<file path="config.mk">
export PLATFORM = sky130hd
export DESIGN_NAME = alarm_timer
export DESIGN_NICKNAME = d
export VERILOG_FILES = /design/src/rtl/alarm_timer.sv
export SDC_FILE = /design/constraint.sdc
export NUM_CORES = 1
export LEC_CHECK = 0
export BUFFER_PORTS_ARGS = -buffer_cell sky130_fd_sc_hd__buf_4
export CAP_MARGIN = 10
export CORE_ASPECT_RATIO = 1.4
export CORE_MARGIN = 10
export CORE_UTILIZATION = 61
export DETAILED_ROUTE_END_ITERATION = 10
export HOLD_SLACK_MARGIN = 0.02
export PLACE_DENSITY = 0.84
export SETUP_SLACK_MARGIN = 0.15
export SLEW_MARGIN = 20
export SYNTH_ARGS = -nofsm -noshare
export SYNTH_HDL_FRONTEND = slang
export SYNTH_SLANG_ARGS = --single-unit
</file>
<file path="constraint.sdc">
create_clock -name clk -period 4.13 [get_ports clk]
set_input_delay 0.413 -clock clk [delete_from_list [all_inputs] [get_ports clk]]
set_output_delay 0.413 -clock clk [all_outputs]
set_load 0.05 [all_outputs]
</file>
<file path="src/rtl/alarm_timer.sv">
`default_nettype none
// ============================================================================
//  Module      : alarm_timer
//  Description : BCD mm:ss countdown timer answering the watch's timer
//                handshake. A rising edge on tim_en loads a clamped preset,
//                counts it down once per TICK_CYCLES clocks and raises
//                tim_over at 00:00 until tim_en is dropped.
//  Revision    : 1.0 - initial release
// ============================================================================
module alarm_timer #(
    parameter int TICK_CYCLES = 100_000_000
) (
    input  logic       clk,
    input  logic       rstn,
    input  logic       tim_en,
    input  logic [3:0] mindec_set,
    input  logic [3:0] minone_set,
    input  logic [3:0] secdec_set,
    input  logic [3:0] secone_set,
    output logic       tim_over,
    output logic       busy,
    output logic [3:0] mindec_rem,
    output logic [3:0] minone_rem,
    output logic [3:0] secdec_rem,
    output logic [3:0] secone_rem
);

    localparam int c_presc_w = (TICK_CYCLES > 2) ? $clog2(TICK_CYCLES) : 1;
    localparam logic [c_presc_w-1:0] c_tick_last = c_presc_w'(TICK_CYCLES - 1);
    localparam logic [c_presc_w-1:0] c_presc_one = c_presc_w'(1);

    typedef enum logic [1:0] {
        ST_IDLE    = 2'd0,
        ST_RUN     = 2'd1,
        ST_EXPIRED = 2'd2
    } state_t;

    state_t                 r_state;
    logic                   r_en_q;
    logic [15:0]            r_count;    // {mindec, minone, secdec, secone}
    logic [c_presc_w-1:0]   r_presc;

    logic                   w_start;
    logic [15:0]            w_preset;
    logic                   w_preset_zero;
    logic                   w_tick;
    logic                   w_last_tick;
    logic [15:0]            w_count_dec;

    // Units digits saturate at 9
    function automatic logic [3:0] clamp_units(input logic [3:0] d);
        return (d > 4'd9) ? 4'd9 : d;
    endfunction

    // Tens digits saturate at 5
    function automatic logic [3:0] clamp_tens(input logic [3:0] d);
        return (d > 4'd5) ? 4'd5 : d;
    endfunction

    // One-second BCD decrement with borrow across mm:ss; 00:00 never reaches
    // here because the last tick leaves RUN.
    function automatic logic [15:0] dec_mmss(input logic [15:0] c);
        logic [15:0] r;
        r = c;
        if (c[3:0] != 4'd0) begin
            r[3:0] = c[3:0] - 4'd1;
        end else begin
            r[3:0] = 4'd9;
            if (c[7:4] != 4'd0) begin
                r[7:4] = c[7:4] - 4'd1;
            end else begin
                r[7:4] = 4'd5;
                if (c[11:8] != 4'd0) begin
                    r[11:8] = c[11:8] - 4'd1;
                end else begin
                    r[11:8]  = 4'd9;
                    r[15:12] = c[15:12] - 4'd1;
                end
            end
        end
        return r;
    endfunction

    assign w_start       = tim_en & ~r_en_q;
    assign w_preset      = {clamp_tens(mindec_set), clamp_units(minone_set),
                            clamp_tens(secdec_set), clamp_units(secone_set)};
    assign w_preset_zero = (w_preset == 16'h0000);
    assign w_tick        = (r_presc == c_tick_last);
    assign w_last_tick   = (r_count == 16'h0001);
    assign w_count_dec   = dec_mmss(r_count);

    // Handshake FSM, prescaler, count register and tim_en edge detector
    always_ff @(posedge clk) begin
        if (!rstn) begin
            r_state <= ST_IDLE;
            r_en_q  <= 1'b0;
            r_count <= 16'h0000;
            r_presc <= '0;
        end else begin
            r_en_q <= tim_en;
            case (r_state)
                ST_IDLE: begin
                    if (w_start) begin
                        r_count <= w_preset;
                        r_presc <= '0;
                        r_state <= w_preset_zero ? ST_EXPIRED : ST_RUN;
                    end
                end
                ST_RUN: begin
                    // Abort wins over a coincident tick: count stays frozen
                    if (!tim_en) begin
                        r_state <= ST_IDLE;
                        r_presc <= '0;
                    end else if (w_tick) begin
                        r_presc <= '0;
                        r_count <= w_count_dec;
                        if (w_last_tick) begin
                            r_state <= ST_EXPIRED;
                        end
                    end else begin
                        r_presc <= r_presc + c_presc_one;
                    end
                end
                ST_EXPIRED: begin
                    if (!tim_en) begin
                        r_state <= ST_IDLE;
                    end
                end
                default: begin
                    r_state <= ST_IDLE;
                end
            endcase
        end
    end

    // Status flags come straight off the state register
    assign busy     = (r_state == ST_RUN);
    assign tim_over = (r_state == ST_EXPIRED);

    assign mindec_rem = r_count[15:12];
    assign minone_rem = r_count[11:8];
    assign secdec_rem = r_count[7:4];
    assign secone_rem = r_count[3:0];

endmodule
`default_nettype wire

</file>
==> impl_summary.txt, run 1 <==
----------------------------------------------------
[Outcome]
  Result of the run ... finished, final reports clean

[Clock network]
  Clock sink count ... between 40 and 50
  Post-cts repair resize count ... 0
  Total CTS buffers ... 5
  Clk Tree Root Cell ... sky130_fd_sc_hd__clkbuf_8
  # Post-CTS Setup Buffers ... 0
  H-tree level count ... 2
  CTS tree ... built
  Max Root-Sink Buffers ... 2
  Clock transition at the register clock pins on the worst setup and hold paths after CTS ... roughly 90 ps
  Clk Latency, worst-skew pair ... ~300 ps
  Hold buffer count at cts ... 0

[Timing]
  Fmax ... ~0.40 GHz
  Crit share post-route ... 61.2%
  Worst slew margin relative to its limit ... between 50% and 60%
  Hold Fails Final Rpt ... 0
  Actual slew at the worst max-slew pin ... between 700 and 800 ps
  Setup total negative slack ... 0 ps
  Post-route setup slack ... 1600 ps
  Setup repair after global routing missed its margin ... no
  Final Setup Violations ... 0
  Worst clock skew ... 12.9 ps
  Post-layout min period ... about 2500 ps
  Fin. max-slew vios ... 0

[Worst setup path]
  Register-to-Register Setup Slack ... between 1500 and 2000 ps
  Peak per-stage delay on the critical path ... approximately 670 ps
  Worst EP arrival ... ~2700 ps
  Cell at the slowest stage of the critical path ... sky130_fd_sc_hd__dfxtp_1
  Worst-path fanout max ... 13
  Worst-case reg-to-reg path depth ... 7
  Path type of the worst setup path ... reg -> reg
  Critical Path Start Type ... flip-flop
  Worst reg2reg path endpoint ... r_count[5]$_SDFFE_PN0P_
  Endpoint kind of the worst setup timing path ... flip-flop
  Critical register-to-register path startpoint ... r_state[1]$_SDFFE_PN0P_
  Worst path cell trace ... or2b_1 -> clkinv_1 -> buf_4 -> a21oi_1 -> o21ai_0 -> nor4_1 -> nor3_1
  Data required time at the worst endpoint ... between 4000 and 5000 ps

[Route]
  Total wirelength of the detailed-routed design ... between 6000 and 7000 um
  Count of routing violations after the opening detailed-route iteration ... about 190
  Wire length per cell ... between 15 and 20 um
  Antenna Nets Post-Route ... 0
  DRC violation count after routing ... 0
  Via total after detailed routing ... 2530
  DR pass1 iterations ... 4
  Routed vias/inst ... between 6 and 7

[Power and ir drop]
  Pleak ... approximately 1.2 nW
  Maximum vdd ir drop ... 0.254 mV
  Pwr/cell area ... 392 nW/um2

[Final layout]
  Post-layout utilization of the core ... approximately 73%
  Layout area overhead ... 16.9%
  # nets final ... 369
  Ant diodes ... 0
  Share of post-route cells with drive strength above 1 ... between 10% and 20%

[Floorplan]
  Number of I/O pins ... 37
  Overall die height ... just under 100 um
  Core Footprint ... approximately 4200 um2
  Die Footprint ... roughly 7300 um2
  Initial standard-cell utilization of the core ... between 60% and 70%
  Horizontal die dimension ... about 75 um
  Standard-cell row count ... 28

[Global routing]
  Grt ovf ... 0
  Met3 Track Usage GR ... 4.70%
  Global Route Usage Sum ... a little under a fifth
  Met2 Use GR ... 33.3%
  Pin count of the biggest net entering global routing ... 28
  GR Layer Usage met1 ... between 20% and 30%
  Peak-usage layer in the global routing report ... met2
  Global-route wire length before repair ... approximately 11000 um
  Initial antenna violation count ... 0
  Number of global-route vias before repair ... about 2500

[Logic synthesis]
  Distinct cell type count of the synthesized netlist ... 61
  Dominant cells by area after synthesis ... sky130_fd_sc_hd__dfxtp_1 (35%), sky130_fd_sc_hd__xor2_1 (7.0%), sky130_fd_sc_hd__nor2_1 (5.5%)
  Number of warnings printed during yosys synthesis ... 0
  Syn avg cell area ... 8.24 um2
  Most used standard cells in the synthesized netlist ... sky130_fd_sc_hd__dfxtp_1 (46), sky130_fd_sc_hd__nor2_1 (38), sky130_fd_sc_hd__xor2_1 (21)
  Commonest register cell after synthesis ... sky130_fd_sc_hd__dfxtp_1
  Instance count of the mapped netlist ... 317
  Post-Syn Nets ... between 300 and 400
  EDFF count, synth ... 0
  Library cell with the largest summed area after synthesis ... sky130_fd_sc_hd__dfxtp_1
  Post-Syn Area ... between 2000 and 3000 um2
  Fraction of registers with async set or reset after synthesis ... 0%
  Register area share after synthesis ... between 30% and 40%
  Portion of synthesized cell area occupied by the leading cell type ... 35.3%
  Cell with the most instances after synthesis ... sky130_fd_sc_hd__dfxtp_1
  Flip-flop and latch count after synthesis ... 46

[Flow run]
  Max-cap violations ... 0

[Hold path]
  Start point of the worst hold path ... tim_en
  Classification of the worst-slack hold path ... in -> reg
  Count of cells along the worst hold path ... 2
  Hold-critical path endpoint ... r_en_q$_SDFF_PN0_

[Placed design]
  Detailed Place HPWL ... about 5000 um
  Placement-stage worst setup slack ... approximately 1600 ps
  GPL Wtd Cong ... between 0.8 and 0.9
  Number of buffer cells added on primary ports ... 36

----------------------------------------------------
[flip-flops by register name (all words and copies together), names as in the netlist]
signal and flops:
r_state 2, r_en_q 1, r_presc 27, r_count 16
[layout make-up]
class,instances,area (um2)
sequential,46,921
tap,45,56.3
multi-input combinational,243,1600
fill,352,1120
inverter,12,45.0
clock inverter,3,68.8
timing repair buffer,39,293
clock buffer,5,68.8
[stage by stage]
stage          cell area [um2]  power (mW)  hold WS [ps]  instances
6_report                  3050        1.20           373        393
5_1_grt                   3050        1.25           382        393
4_1_cts                   3040        1.20           366        393
3_5_place_dp              2900       0.803           501        385
3_3_place_gp              2900       0.799           473        385
2_1_floorplan             2610       0.711           459        317
[worst max-delay path by stage]
| stage | startpoint | to |
|---|---|---|
| final | r_state[1]$_SDFFE_PN0P_ | r_count[5]$_SDFFE_PN0P_ |
| after global routing | r_state[1]$_SDFFE_PN0P_ | r_count[5]$_SDFFE_PN0P_ |
| after CTS | r_state[1]$_SDFFE_PN0P_ | r_count[15]$_SDFFE_PN0P_ |
| after detailed placement | tim_en | r_count[15]$_SDFFE_PN0P_ |
| after global placement | tim_en | r_count[15]$_SDFFE_PN0P_ |
| after floorplan | r_count[4]$_SDFFE_PN0P_ | r_count[15]$_SDFFE_PN0P_ |
[cells by family (layout without fill, tap and decap cells)]
family	count (synthesis)	after routing	synth area share, %
AOI/OAI and AO/OA	70	70	18.0
muxes	2	2	0.767
adders and majority gates	3	3	1.44
and+or+nand+nor	143	143	32.0
xor gates and xnor gates	25	25	8.39
buffers and inverters	28	59	4.17
DFF	46	46	35.3
[worst max-delay path, delay by kind of cell (launching register included)]
kind            cells  cell delay [ps]
flops               1              670
buf+inv             2              650
compound gates      2              360
simple gates        3              730
[metal layers]
layer | wire length [um] | vias to the layer above
li1 | - | 1232
met1 | 2600 | 1193
met2 | 3500 | 88
met3 | 510 | 17
met4 | 159 | 0
met5 | 0 | -
[power breakdown]
group | leakage [nW] | switching (mW) | internal [mW]
Clock | 0.0683 | 0.156 | 0.242
Sequential | 0.373 | 0.0322 | 0.464
Combinational | 0.728 | 0.197 | 0.105
Total | 1.17 | 0.385 | 0.811
[cells in the final DEF, fill, tap and decap left out, types with 2 or more instances in the layout]
cell type                   instances
sky130_fd_sc_hd__o22ai_1            4
sky130_fd_sc_hd__a31oi_1            7
sky130_fd_sc_hd__nand2_1           18
sky130_fd_sc_hd__inv_1             11
sky130_fd_sc_hd__nor4_1             8
sky130_fd_sc_hd__or2_2              2
sky130_fd_sc_hd__bufinv_16          2
sky130_fd_sc_hd__or3_1              3
sky130_fd_sc_hd__xor2_1            21
sky130_fd_sc_hd__mux2i_1            2
sky130_fd_sc_hd__a211o_1            2
sky130_fd_sc_hd__o21ai_0           16
sky130_fd_sc_hd__o31ai_1            3
sky130_fd_sc_hd__nor4b_4            2
sky130_fd_sc_hd__nand4_2            2
sky130_fd_sc_hd__or4_1              2
sky130_fd_sc_hd__o21a_1             2
sky130_fd_sc_hd__nor2b_1            2
sky130_fd_sc_hd__buf_4             39
sky130_fd_sc_hd__a211oi_1           4
sky130_fd_sc_hd__nor3b_1            2
sky130_fd_sc_hd__a21oi_1           14
sky130_fd_sc_hd__nor3_1             5
sky130_fd_sc_hd__clkbuf_8           5
sky130_fd_sc_hd__and3_1             8
sky130_fd_sc_hd__nor2_1            38
sky130_fd_sc_hd__ha_1               3
sky130_fd_sc_hd__a21o_1             2
sky130_fd_sc_hd__and4_1             3
sky130_fd_sc_hd__dfxtp_1           46
sky130_fd_sc_hd__nand3_1           18
sky130_fd_sc_hd__nand4b_1           3
sky130_fd_sc_hd__and2_1             3
sky130_fd_sc_hd__nand4_1           15
sky130_fd_sc_hd__xnor2_1            4
No activity file was read; power rests on OpenSTA's default activity.
==> inputs of run 2 (changes only) <==
Settings changed: ABC_AREA set to 1, CORE_UTILIZATION 61 to 53, PLACE_DENSITY 0.84 to 0.77.
Clock period 4.13 ns to 2.06 ns, I/O delays scaled along.
==> run 2 against run 1 <==
Sequential share of layout area down 2.9 points. First-iteration DRC count down 32%. Critical path type unchanged. Register-to-register slack worse by 1200 ps. Critical endpoint is now r_presc[18]$_SDFFE_PN0P_. Die area up 22%.
==> impl_summary.txt, run 2 <==
----------------------------------------------------
[Outcome]
  Result of the run ... finished, final reports clean

[Worst setup path]
  Path type of the worst setup path ... reg -> reg
  Peak per-stage delay on the critical path ... 350 ps (-320 ps)
  Data required time at the worst endpoint ... 2290 ps (-2030 ps)
  Worst EP arrival ... 1910 ps (-810 ps)
  Critical Path Start Type ... flip-flop
  CP top delay family ... simple AND/OR/NAND/NOR gates
  Worst path cell trace ... ha_1 -> nand2_1 -> nor2_1 -> nand2_2 -> nor2_4 -> nand2_2 -> inv_2 -> nand2_1 -> o21ai_1 -> nand2_1 -> nor2_1
  Count of buffering cells on the critical path with inverters included ... 1 (-1)
  Endpoint kind of the worst setup timing path ... flip-flop
  Cell at the slowest stage of the critical path ... sky130_fd_sc_hd__dfxtp_1
  Worst-path fanout max ... 5 (-8)
  Most frequent cell on the critical path ... sky130_fd_sc_hd__nand2_1

[Clock network]
  Clock transition at the register clock pins on the worst setup and hold paths after CTS ... 90 ps (about the same)
  Total CTS buffers ... 5 (unchanged)
  Clk Tree Root Cell ... sky130_fd_sc_hd__clkbuf_8
  Clock sink count ... 46 (unchanged)
  CTS tree ... built
  Clk Latency, worst-skew pair ... 300 ps (about the same)
  Max Root-Sink Buffers ... 2 (unchanged)
  H-tree level count ... 2 (unchanged)

[Logic synthesis]
  EDFF count, synth ... 0 (unchanged)
  Portion of synthesized cell area occupied by the leading cell type ... 31.3% (-3.9 points)
  Library cell with the largest summed area after synthesis ... sky130_fd_sc_hd__dfxtp_1
  Register area share after synthesis ... 31.3% (-3.9 points)
  Flip-flop and latch count after synthesis ... 46 (unchanged)
  Cell with the most instances after synthesis ... sky130_fd_sc_hd__nand2_1
  Distinct cell type count of the synthesized netlist ... 38 (-38%)
  Xor/xnor share of the synthesized area ... 2.68% (-5.7 points)
  Area share of and/or/nand/nor cells after synthesis ... 45.5% (+14 points)
  Multiplexer fraction of the synthesized cell area ... 0% (-0.77 points)
  Dominant combinational cell family by area after synthesis ... simple AND/OR/NAND/NOR gates
  Post-Syn Nets ... 474 (+40%)
  Post-Syn Area ... 2940 um2 (+13%)
  Most used standard cells in the synthesized netlist ... sky130_fd_sc_hd__nand2_1 (91), sky130_fd_sc_hd__nor2_1 (83), sky130_fd_sc_hd__inv_1 (63)
  Commonest register cell after synthesis ... sky130_fd_sc_hd__dfxtp_1
  Dominant cells by area after synthesis ... sky130_fd_sc_hd__dfxtp_1 (31%), sky130_fd_sc_hd__nand2_1 (12%), sky130_fd_sc_hd__nor2_1 (11%)
  Fraction of registers with async set or reset after synthesis ... 0% (unchanged)
  Adder-cell share of the synthesized area ... 1.28% (-0.16 points)
  Number of warnings printed during yosys synthesis ... 0 (unchanged)
  Syn avg cell area ... 6.51 um2 (-21%)
  Compound-gate portion of the synthesized area ... 9.02% (-8.9 points)
  Instance count of the mapped netlist ... 452 (+43%)

[Route]
  Count of routing violations after the opening detailed-route iteration ... 130 (-32%)
  Routed metal-1 wire length ... 2960 um (+14%)
  Detailed-routed wire length on met3 ... 309 um (-39%)
  Wire length per cell ... 12.5 um (-27%)
  Max layer used ... met4
  Total wirelength of the detailed-routed design ... 7030 um (+3.9%)
  DRC violation count after routing ... 0 (unchanged)
  Via total after detailed routing ... 2857 (+13%)
  WL met2 ... 3620 um (+3.4%)
  DR pass1 iterations ... 4 (unchanged)
  Antenna Nets Post-Route ... 0 (unchanged)
  Routed vias/inst ... 5.10 (-21%)

[Power and ir drop]
  Pleak ... 1.48 nW (+26%)
  Pwr/cell area ... 1000 nW/um2 (+160%)
  Clock share of power ... 19.7% (-14 points)
  Net switching share of the total power ... 45.4% (+13 points)
  Reported net switching power ... 1.54 mW (+300%)
  Share of total power in combinational logic ... 47.6% (+22 points)
  Fraction of power consumed by sequential logic ... 32.7% (-8.8 points)
  Total design power ... 3.39 mW (+180%)
  Maximum vdd ir drop ... 0.462 mV (+82%)
  Power Internal ... 1.85 mW (+130%)

[Global routing]
  Pin count of the biggest net entering global routing ... 23 (-18%)
  Number of global-route vias before repair ... 2682 (+8.1%)
  Grt ovf ... 0 (unchanged)
  Global-route wire length before repair ... 11800 um (+3.1%)
  Global Route Usage Sum ... 15.5% (-3.6 points)
  Initial antenna violation count ... 0 (unchanged)

[Final layout]
  Layout area overhead ... 15.1%
  Top library cells by usage in the layout, fill and taps aside ... sky130_fd_sc_hd__nand2_1 (91), sky130_fd_sc_hd__nor2_1 (83), sky130_fd_sc_hd__inv_1 (63)
  Number of flip-flops in the largest register ... 27 (unchanged)
  Ant diodes ... 0 (unchanged)
  Share of post-route cells with drive strength above 1 ... 18.7% (+0.31 points)
  Area used by multi-input combinational logic ... 1720 um2 (+7.5%)
  Post-layout utilization of the core ... 62.1% (-11 points)
  Flip-flop and latch area ... 922 um2 (+0.14%)
  Total of fill cells in the finished design ... 529 (+50%)
  Reg with most FFs ... r_presc
  Most common library cell in the layout ignoring fill and taps ... sky130_fd_sc_hd__nand2_1
  Largest registers ... r_presc x27, r_count x16, r_state x2
  # nets final ... 513 (+39%)

[Timing]
  Final Setup Violations ... 0 (unchanged)
  Fin. max-slew vios ... 0 (unchanged)
  Setup total negative slack ... 0 ps (unchanged)
  Worst slew margin relative to its limit ... 71.8% (+21 points)
  Post-layout min period ... 1680 ps (-849 ps)
  Crit share post-route ... 81.5% (+20 points)
  Fmax ... 0.596 GHz (+51%)
  Setup repair after global routing missed its margin ... no
  Worst Hold Slack ... 153 ps (-220 ps)
  Hold Fails Final Rpt ... 0 (unchanged)
  Worst clock skew ... 6.25 ps (-6.66 ps)
  Actual slew at the worst max-slew pin ... 421 ps (-314 ps)

[Placed design]
  GPL Wtd Cong ... 0.901 (+1.7%)
  Detailed Place HPWL ... 5530 um (+10%)
  Number of buffer cells added on primary ports ... 36 (unchanged)

[Hold path]
  Classification of the worst-slack hold path ... in -> reg

[Floorplan]
  Overall die height ... 108 um (+11%)
  Die Footprint ... 8970 um2 (+22%)
  Standard-cell row count ... 32 (+14%)
  Number of I/O pins ... 37 (unchanged)
  Core Footprint ... 5450 um2 (+31%)
  Horizontal die dimension ... 83.0 um (+10%)
  Initial standard-cell utilization of the core ... 54.0% (-8.6 points)

[Flow run]
  Max-cap violations ... 0 (unchanged)

----------------------------------------------------
## run 2: cell types whose count changed after synthesis, moves of 7 or more
cell                       previous run  this run
sky130_fd_sc_hd__and3_1               8         1
sky130_fd_sc_hd__nand2_1             18        91
sky130_fd_sc_hd__inv_1               11        63
sky130_fd_sc_hd__nand3_1             18        28
sky130_fd_sc_hd__nor3_1               5        12
sky130_fd_sc_hd__nor3_2               0         9
sky130_fd_sc_hd__xor2_1              21         8
sky130_fd_sc_hd__nor4_1               8         1
sky130_fd_sc_hd__nor2_1              38        83
sky130_fd_sc_hd__a21oi_1             14        22
sky130_fd_sc_hd__nand2_2              0        11
sky130_fd_sc_hd__clkbuf_1            12         0
## run 2: metal layers
metal  up-vias  GRT usage, %
met3        11          3.01
li1       1508             -
met2        73          29.2
met5         -             0
met1      1265          16.2
met4         0          6.95
## run 2: metrics by stage
step | cells | setup slack, ps | cell area, um2
detailed placement | 552 | 301 | 3270
global route | 560 | 150 | 3380
finish | 560 | 381 | 3380
CTS | 560 | 281 | 3380
floorplan | 452 | 244 | 2940
global placement | 552 | 366 | 3270
## run 2: cell type report
cell class	count	share of cell area, %
Sequential cell	46	27.3
Clock inverter	3	1.18
Multi-Input combinational cell	331	50.9
Tap cell	68	2.51
Timing Repair Buffer	37	8.32
Inverter	70	7.84
Clock buffer	5	2.03
## run 2: tightest hold or removal path: stages
cell                      delay [ps]
sky130_fd_sc_hd__buf_4           120
sky130_fd_sc_hd__nand2_1          60
sky130_fd_sc_hd__inv_1            40
## run 2: path summary, 6_finish.rpt
path | endpoint | start | slack [ps] | depth (start not counted)
max | r_presc[18]$_SDFFE_PN0P_ | r_presc[1]$_SDFFE_PN0P_ | 380 | 11
min | r_en_q$_SDFF_PN0_ | tim_en | 150 | 3
max reg2reg | r_presc[18]$_SDFFE_PN0P_ | r_presc[1]$_SDFFE_PN0P_ | 380 | 11
min reg2reg | r_count[7]$_SDFFE_PN0P_ | r_count[7]$_SDFFE_PN0P_ | 480 | 2
## run 2: power groups by stage
stage / clock network (mW) / logic (mW) / registers [mW]
detailed placement: 0 / 1.61 / 1.13
CTS: 0.692 / 1.62 / 1.11
global placement: 0 / 1.60 / 1.12
finish: 0.667 / 1.62 / 1.11
global route: 0.724 / 1.77 / 1.13
floorplan: 0 / 0.957 / 1.40
## run 2: kinds of logic after synthesis
kind of cell	after synthesis
AND/OR/NAND/NOR	268
buffers and inverters	75
AO/OA/AOI/OAI	51
XOR/XNOR	9
flip-flops	46
adder cells (fa/ha/maj)	3
## run 2: repair_timing
action | 4_1_cts | 5_1_grt
hold endpoints to repair | 0 | 0
hold buffers | 0 | 0
endpoints found under the setup margin | 0 | 23
setup buffers | 0 | 0
gates resized for setup | 0 | 2
